### config.mk
export PLATFORM = sky130hd
export DESIGN_NAME = imem_fetch_arbiter
export DESIGN_NICKNAME = d
export VERILOG_FILES = /design/src/rtl/imem_fetch_arbiter.sv
export SDC_FILE = /design/constraint.sdc
export NUM_CORES = 1
export LEC_CHECK = 0
export BUFFER_PORTS_ARGS = -buffer_cell sky130_fd_sc_hd__buf_4
export CAP_MARGIN = 40
export CORE_AREA = 8 8 105 107
export CTS_BUF_LIST = sky130_fd_sc_hd__clkbuf_4
export DETAILED_ROUTE_END_ITERATION = 8
export DIE_AREA = 0 0 113 115
export GPL_ROUTABILITY_DRIVEN = 0
export MAX_ROUTING_LAYER = met4
export SYNTH_ARGS = -nofsm -noshare
export SYNTH_HDL_FRONTEND = slang
export SYNTH_SLANG_ARGS = --single-unit
### constraint.sdc
create_clock -name clk -period 2.1 [get_ports clk]
set_input_delay 0.525 -clock clk [delete_from_list [all_inputs] [get_ports clk]]
set_output_delay 0.525 -clock clk [all_outputs]
set_load 0.01 [all_outputs]
### src/rtl/imem_fetch_arbiter.sv
// Shares one byte-wide memory read port between instruction fetch (IF) and the
// debug/data port (DP), assembling little-endian 32-bit words over four reads.
module imem_fetch_arbiter #(
  parameter int ADDRESS_WIDTH  = 32,
  parameter int DATA_WIDTH     = 32,
  parameter int MEM_ADDR_WIDTH = 8
) (
  input  logic                      clk,
  input  logic                      rst_n,
  input  logic                      if_req,
  input  logic [ADDRESS_WIDTH-1:0]  if_addr,
  output logic                      if_ack,
  input  logic                      dp_req,
  input  logic [ADDRESS_WIDTH-1:0]  dp_addr,
  output logic                      dp_ack,
  output logic [MEM_ADDR_WIDTH-1:0] mem_addr,
  input  logic [7:0]                mem_rd,
  output logic [DATA_WIDTH-1:0]     rdata,
  output logic                      busy,
  output logic                      gnt_id
);

  // Handshake: a requester raises req with a stable addr and holds it until
  // its ack; ack is a one-cycle pulse in RESP with rdata valid that cycle.
  // Dropping req early does not cancel a granted transaction.

  typedef enum logic [1:0] {
    IDLE = 2'd0,
    READ = 2'd1,
    RESP = 2'd2
  } state_t;

  state_t                    state;
  state_t                    state_nxt;
  logic [1:0]                cnt;
  logic [MEM_ADDR_WIDTH-1:0] base;
  logic                      last_dp;
  logic [DATA_WIDTH-9:0]     lanes;
  logic                      any_req;
  logic                      grant_dp;

  // Only the low MEM_ADDR_WIDTH address bits select a byte in the array.
  logic unused_addr_bits;
  assign unused_addr_bits = ^{if_addr[ADDRESS_WIDTH-1:MEM_ADDR_WIDTH],
                              dp_addr[ADDRESS_WIDTH-1:MEM_ADDR_WIDTH]};

  // On a tie, the requester not granted last wins; last_dp resets to DP.
  always_comb begin
    any_req  = if_req | dp_req;
    grant_dp = dp_req & (~if_req | ~last_dp);
  end

  always_comb begin
    state_nxt = state;
    mem_addr  = '0;
    if_ack    = 1'b0;
    dp_ack    = 1'b0;
    busy      = 1'b0;
    case (state)
      IDLE: begin
        if (any_req) state_nxt = READ;
      end
      READ: begin
        busy     = 1'b1;
        mem_addr = base + MEM_ADDR_WIDTH'(cnt);
        if (cnt == 2'd3) state_nxt = RESP;
      end
      RESP: begin
        busy      = 1'b1;
        if_ack    = ~gnt_id;
        dp_ack    = gnt_id;
        state_nxt = IDLE;
      end
      default: state_nxt = IDLE;
    endcase
  end

  always_ff @(posedge clk or negedge rst_n) begin
    if (!rst_n) begin
      state   <= IDLE;
      cnt     <= 2'd0;
      base    <= '0;
      last_dp <= 1'b1;
      gnt_id  <= 1'b0;
      lanes   <= '0;
      rdata   <= '0;
    end else begin
      state <= state_nxt;
      case (state)
        IDLE: begin
          if (any_req) begin
            base    <= grant_dp ? dp_addr[MEM_ADDR_WIDTH-1:0] : if_addr[MEM_ADDR_WIDTH-1:0];
            gnt_id  <= grant_dp;
            last_dp <= grant_dp;
            cnt     <= 2'd0;
          end
        end
        READ: begin
          case (cnt)
            2'd0: lanes[7:0]   <= mem_rd;
            2'd1: lanes[15:8]  <= mem_rd;
            2'd2: lanes[23:16] <= mem_rd;
            default: rdata     <= {mem_rd, lanes};
          endcase
          cnt <= cnt + 2'd1;
        end
        default: ;
      endcase
    end
  end

endmodule

==> qor.yml, run 1 <==
outcome: "finished, violations left"
violations: "negative setup slack"
clk_pin_slew_ps: 110
hold_viol: 0
wirelength_um: 6433
intPower_uw: 3785
critPathMaxFanout: 4
fp-row-count: 36
synth_most_common_cell: "dfrtp_1"
ys_seq_area_share_pct: 58.25
grt_pass1_vias: 2139
yosysUniqueCellTypes: 34
via_per_inst: 4.606
clock.fmax_mhz: 411.8
vias: 1962
cts_made_buffers: 9
die_height_um: 115
synth_common_cells: "dfrtp_1, mux2_2, nand2_1, o21ai_0, ha_1"
wl_per_cell_um: 15.10
post-dp-hpwl_um: 4563
cts_tree: "yes"
hp-class: "primary input to register"
drv_slew: 0
synth_fp_nets: 305
slew_headroom_pct: 69.28
yosysWarnings: 0
pwr-share-clk_pct: 19.9
syn2layout_area_growth_pct: 35.22
max_cap_violations: 0
met2_usage_pct: 15.67
async_flop_share_pct: 100.0
synth.area.top_cells: "dfrtp_1, mux2_2, ha_1, mux2i_1, nand2_1"
rsz0062_at_grt: "true"
pre_cts_ws_ps: 44.09
use_met1_pct: 13.17
cts_sinks: 70
finalSetupViolations: 7
fillers: 883
synth_area_per_cell_um2: 13.80
timing.hold.ws_ps: 275.7
min_period_over_period_pct: 115.6
port_buffers: 71
ant_nets: 0
crit_arrival_ps: 1900
r2r_setup_slack_ps: 300
htreeDepth: 3
sw_frac_of_total_pct: 32.41
synth_top_flop_cell: "dfrtp_1"
core_um2: 9459
multiInputGateArea_um2: 1287
busiest_layer: "met2"
cts_buffer_depth: 2
endpoint: "mem_addr[5]"
setup.worst_path.class: "register to output pin"
insertedDiodeCount: 0
combPwrFrac_pct: 38.9
start_util_pct: 31.81
switching_power_uw: 1815
rr_worst_depth: 5
p_per_area_nw_per_um2: 1376
r2r_end: "state[1]"
p_leak_uw: 0.001921
nNetsFinal: 394
crit_start: "cnt[1]"
synth_edf_count: 0
grt_pass1_wl_um: 10710
grt_max_degree: 44
clock_latency_ps: 420
synth-seq-cells: 70
dieArea_um2: 13000
clock_skew_ps: 15.76
vdd_drop_max_uv: 521.8
critPathCaptureType: "output pin"
syn-instance-count: 218
die_w_um: 113
required_ps: 1570
dr.pass1.iters: 4
cp-start-kind: "register"
grt_usage_pct: 10.77
final_cells: 426
overflow: 0
syn_area_um2: 3009
drive_gt1_share_pct: 56.41
placedCellCount: 407
drc: 0
antenna_found_initial: 0
synth_top_cell_area_share_pct: 57.38
io_pins: 120
worst_pin_slew_ps: 459.7
cts-root-buf: "clkbuf_4"
r2r_start: "state[0]"
layout_setup_ws_ps: -328.6
initialDrtViolationCount: 42
seq_power_share_pct: 41.2
use_met3_pct: 4.044
yosysTopAreaCell: "dfrtp_1"
seq_area_um2: 1754
min_period_ps: 2429
## per-stage QoR
stage / total power (uW) / instance area [um2] / util (%) / setup TNS, ps
floorplan: 3440 / 3009 / - / 0
global placement: 4319 / 3752 / 39.67 / 0
detailed placement: 4403 / 3752 / 39.67 / 0
CTS: 5623 / 4019 / 42.49 / -2181
global route: 6028 / 4069 / 43.02 / -2672
finish: 5600 / 4069 / 43.02 / -1804
## cells by family (layout without fill, tap and decap cells)
| logic type | after synthesis | count (layout) | share of synthesized area (%) |
|---|---|---|---|
| mux | 66 | 66 | 24.32 |
| buf+inv | 13 | 107 | 1.954 |
| flops | 70 | 70 | 58.25 |
| simple gates | 31 | 31 | 4.990 |
| fa+ha+maj | 11 | 11 | 4.823 |
| compound gates | 25 | 25 | 5.073 |
| xor+xnor | 2 | 2 | 0.5822 |
## timing repair
item | CTS | global route
buffers inserted | 1 | 1
hold buffers | 1 | 0
setup endpoints to repair | 7 | 8
pin swaps | 7 | 3
gates resized for setup | 12 | 12
endpoints found under the hold margin | 5 | 0
## area by class of cell
class | count | share of cell area, %
Sequential cell | 70 | 43.11
Timing Repair Buffer | 84 | 16.45
Tap cell | 114 | 3.506
Clock inverter | 7 | 2.983
Inverter | 7 | 0.6458
Multi-Input combinational cell | 135 | 31.64
Clock buffer | 9 | 1.661
## cell usage in the layout, fill, tap and decap left out, types with 3 or more instances in the layout
| master | count |
|---|---|
| dfrtp_1 | 68 |
| clkbuf_4 | 9 |
| nand2_1 | 14 |
| mux2i_1 | 9 |
| bufinv_16 | 3 |
| buf_6 | 3 |
| ha_1 | 7 |
| o21ai_0 | 9 |
| mux2_2 | 57 |
| inv_1 | 6 |
| buf_4 | 78 |
| a21oi_2 | 3 |
| nor2_1 | 3 |
## state kept, by name, summed over array words and instances (netlist names)
register  cells
lanes        24
last_dp       1
base          8
rdata        32
gnt_id        1
state         2
cnt           2
## metal layers
layer / wire length, um / share of wire, %
met4: 95 / 1.5
met1: 3130 / 49
met3: 422 / 6.6
met2: 2784 / 43
met5: 0 / 0
## power by group through the flow
stage	clock network [uW]	registers, uW	logic, uW
floorplan	0	2360	1080
global placement	0	2290	2030
detailed placement	0	2320	2080
CTS	1150	2310	2170
global route	1200	2410	2420
finish	1110	2310	2180
## how the worst min path moves through the flow
stage	start	to	slack (ps)	cells past startpoint
floorplan	rst_n	base[0]	230	0
global placement	rst_n	lanes[7]	470	1
detailed placement	rst_n	lanes[7]	480	1
CTS	if_req	last_dp	240	2
global route	if_req	last_dp	240	2
finish	if_req	last_dp	280	2
## critical path, cell delays in order (launching register included)
cell     delay [ps]
dfrtp_1         440
ha_4            290
a21oi_4          70
or4_1           420
a21oi_2         140
buf_4           130
Power figures use the tool's default switching activity.
==> run 2: changes to the inputs <==
GPL_TIMING_DRIVEN = 0   (was not set)
==> run 2 against run 1 <==
  * Wire length up 1.0%
  * Power down 6.7%
  * Setup slack better by 24 ps
  * Clock-buffer cell count up 3
  * The flow still finishes with violations (negative setup slack)
  * Hold slack worse by 200 ps
  * Maximum frequency up 0.98%
  * Critical endpoint is now mem_addr[2]
  * Non-clock buffer count up 1
  * Cell count up 0.23%
==> qor.yml, run 2 (synthesis gave the netlist of run 1 again) <==
slowest_stage: "dfrtp_2"  # was dfrtp_1
setup.worst_path.class: "register to output pin"  # unchanged
cts_tree: "yes"  # unchanged
total_power_uw: 5225  # was 5600 uW
crit_top_cell: "buf_6"
largest_register: "rdata"  # unchanged
cts_buffer_depth: 2  # unchanged
initialDrtViolationCount: 36  # was 42
final.setup.tns_ps: -1720  # was -1804 ps
grt_usage_pct: 10.88  # was 10.77%
combPwrFrac_pct: 42.0  # was 38.9%
worst_pin_slew_ps: 516.3  # was 459.7 ps
path_cells: "buf_6, fa_2, buf_6, xnor2_1, nor2_1, buf_4"  # was ha_4, a21oi_4, or4_1, a21oi_2, buf_4
dieArea_um2: 13000  # unchanged
grt_pass1_vias: 2175  # was 2139
drc: 0  # unchanged
outcome: "finished, violations left"  # unchanged
switching_power_uw: 1765  # was 1815 uW
pre_cts_ws_ps: -72.53  # was 44.09 ps
ant_nets: 0  # unchanged
post-dp-hpwl_um: 4604  # was 4563 um
critPathMaxFanout: 3  # was 4
layout_setup_ws_ps: -305.0  # was -328.6 ps
r2r_start: "cnt[1]"  # was state[0]
nNetsFinal: 395  # was 394
crit_start: "cnt[1]"  # unchanged
port_buffers: 71  # unchanged
cp-start-kind: "register"  # unchanged
mostFrequentLayoutCells: "buf_4, dfrtp_1, mux2_2"  # unchanged
drv_slew: 0  # unchanged
critPathCaptureType: "output pin"  # unchanged
dpl_cell_area_um2: 3705  # was 3752 um2
slew_headroom_pct: 65.35  # was 69.28%
start_util_pct: 31.81  # unchanged
required_ps: 1570  # about the same
cp_num_buf_inv: 3  # was 1
grt_max_degree: 37  # was 44
slowest_delay_ps: 440  # about the same
wl_per_cell_um: 15.22  # was 15.10 um
grt_pass1_wl_um: 10740  # was 10710 um
hp-class: "primary input to async pin"  # was primary input to register
finalSetupViolations: 7  # unchanged
die_height_um: 115  # unchanged
crit_family: "flip-flops"  # unchanged
clk_pin_slew_ps: 110  # about the same
r2r_setup_slack_ps: 170  # was 300 ps
wirelength_um: 6499  # was 6433 um
min_period_ps: 2405  # was 2429 ps
fp-row-count: 36  # unchanged
seq_power_share_pct: 44.1  # was 41.2%
hold_viol: 0  # unchanged
htreeDepth: 3  # unchanged
final_cells: 427  # was 426
syn2layout_area_growth_pct: 32.81  # was 35.22%
die_w_um: 113  # unchanged
cts_sinks: 70  # unchanged
insertedDiodeCount: 0  # unchanged
overflow: 0  # unchanged
drive_gt1_share_pct: 56.23  # was 56.41%
antenna_found_initial: 0  # unchanged
core_um2: 9459  # unchanged
vdd_drop_max_uv: 576.6  # was 521.8 uV
intPower_uw: 3461  # was 3785 uW
clock_skew_ps: 9.500  # was 15.76 ps
pwr-share-clk_pct: 13.9  # was 19.9%
p_leak_uw: 0.001878  # was 0.001921 uW
crit_arrival_ps: 1880  # was 1900 ps
clock_latency_ps: 390  # was 420 ps
sw_frac_of_total_pct: 33.77  # was 32.41%
max_cap_violations: 0  # unchanged
largest_registers: "rdata x32, lanes x24, base x8"  # unchanged
final_common_cell: "buf_4"  # unchanged
p_per_area_nw_per_um2: 1308  # was 1376 nW/um2
cts-root-buf: "clkbuf_4"  # unchanged
fin_area_um2: 3996  # was 4069 um2
largest_reg_flops: 32  # unchanged
via_per_inst: 4.609  # was 4.606
rsz0062_at_grt: "true"  # unchanged
cts_made_buffers: 9  # unchanged
io_pins: 120  # unchanged
dr.pass1.iters: 4  # unchanged
vias: 1968  # was 1962
min_period_over_period_pct: 114.5  # was 115.6%
clock.fmax_mhz: 415.8  # was 411.8 MHz
violations: "negative setup slack"  # unchanged
placedCellCount: 404  # was 407
-- run 2: cell count changes in the layout (fill, tap and decap cells not counted), sizes merged --
cell	previous run	this run
clkbuf	9	12
clkinvlp	0	1
buf	83	85
dlygate4sd3	1	0
inv	8	7
bufinv	3	0
-- run 2: routing by layer --
metal  vias to the layer above  track usage [%]  part of all wire (%)
li1                        950                -                     -
met1                       949            12.92                    47
met2                        61            17.14                    46
met3                         8            3.466                   5.6
met4                         0            3.730                   1.2
met5                         -                -                     0
-- run 2: timing repair --
item / in CTS / in global routing
hold buffers: 0 / 0
gates resized for setup: 17 / 13
pin swaps: 7 / 3
endpoints found under the setup margin: 8 / 8
setup buffers: 6 / 1
-- run 2: cell type report --
type / count / area (um2)
buffer: 6 / 38.79
fill: 893 / 5463
sequential: 70 / 1754
clock inverter: 4 / 23.77
multi-input combinational: 135 / 1300
inverter: 7 / 26.28
timing repair buffer: 79 / 620.6
clock buffer: 12 / 90.09
tap: 114 / 142.6
-- run 2: final timing paths --
| kind | end | depth (start not counted) |
|---|---|---|
| setup / recovery | mem_addr[2] | 6 |
| setup reg to reg | rdata[20] | 6 |
| max in group asynchronous | last_dp | 2 |
| hold / removal | rdata[24] | 1 |
| min in group clk | last_dp | 2 |
| hold reg to reg | base[7] | 2 |
-- run 2: through the flow --
| stage | util, % | hold WS, ps |
|---|---|---|
| after floorplan | - | 229.4 |
| after CTS | 41.69 | 55.48 |
| final | 42.25 | 70.88 |
| after detailed placement | 39.17 | 481.0 |
| after global placement | 38.96 | 472.7 |
| after global routing | 42.25 | 71.65 |
-- run 2: power by group through the flow --
stage / logic, uW / registers, uW / clock network [uW]
after floorplan: 1080 / 2360 / 0
after global placement: 1950 / 2310 / 0
after detailed placement: 2000 / 2330 / 0
after CTS: 2180 / 2300 / 767
after global routing: 2430 / 2380 / 837
final: 2200 / 2300 / 724
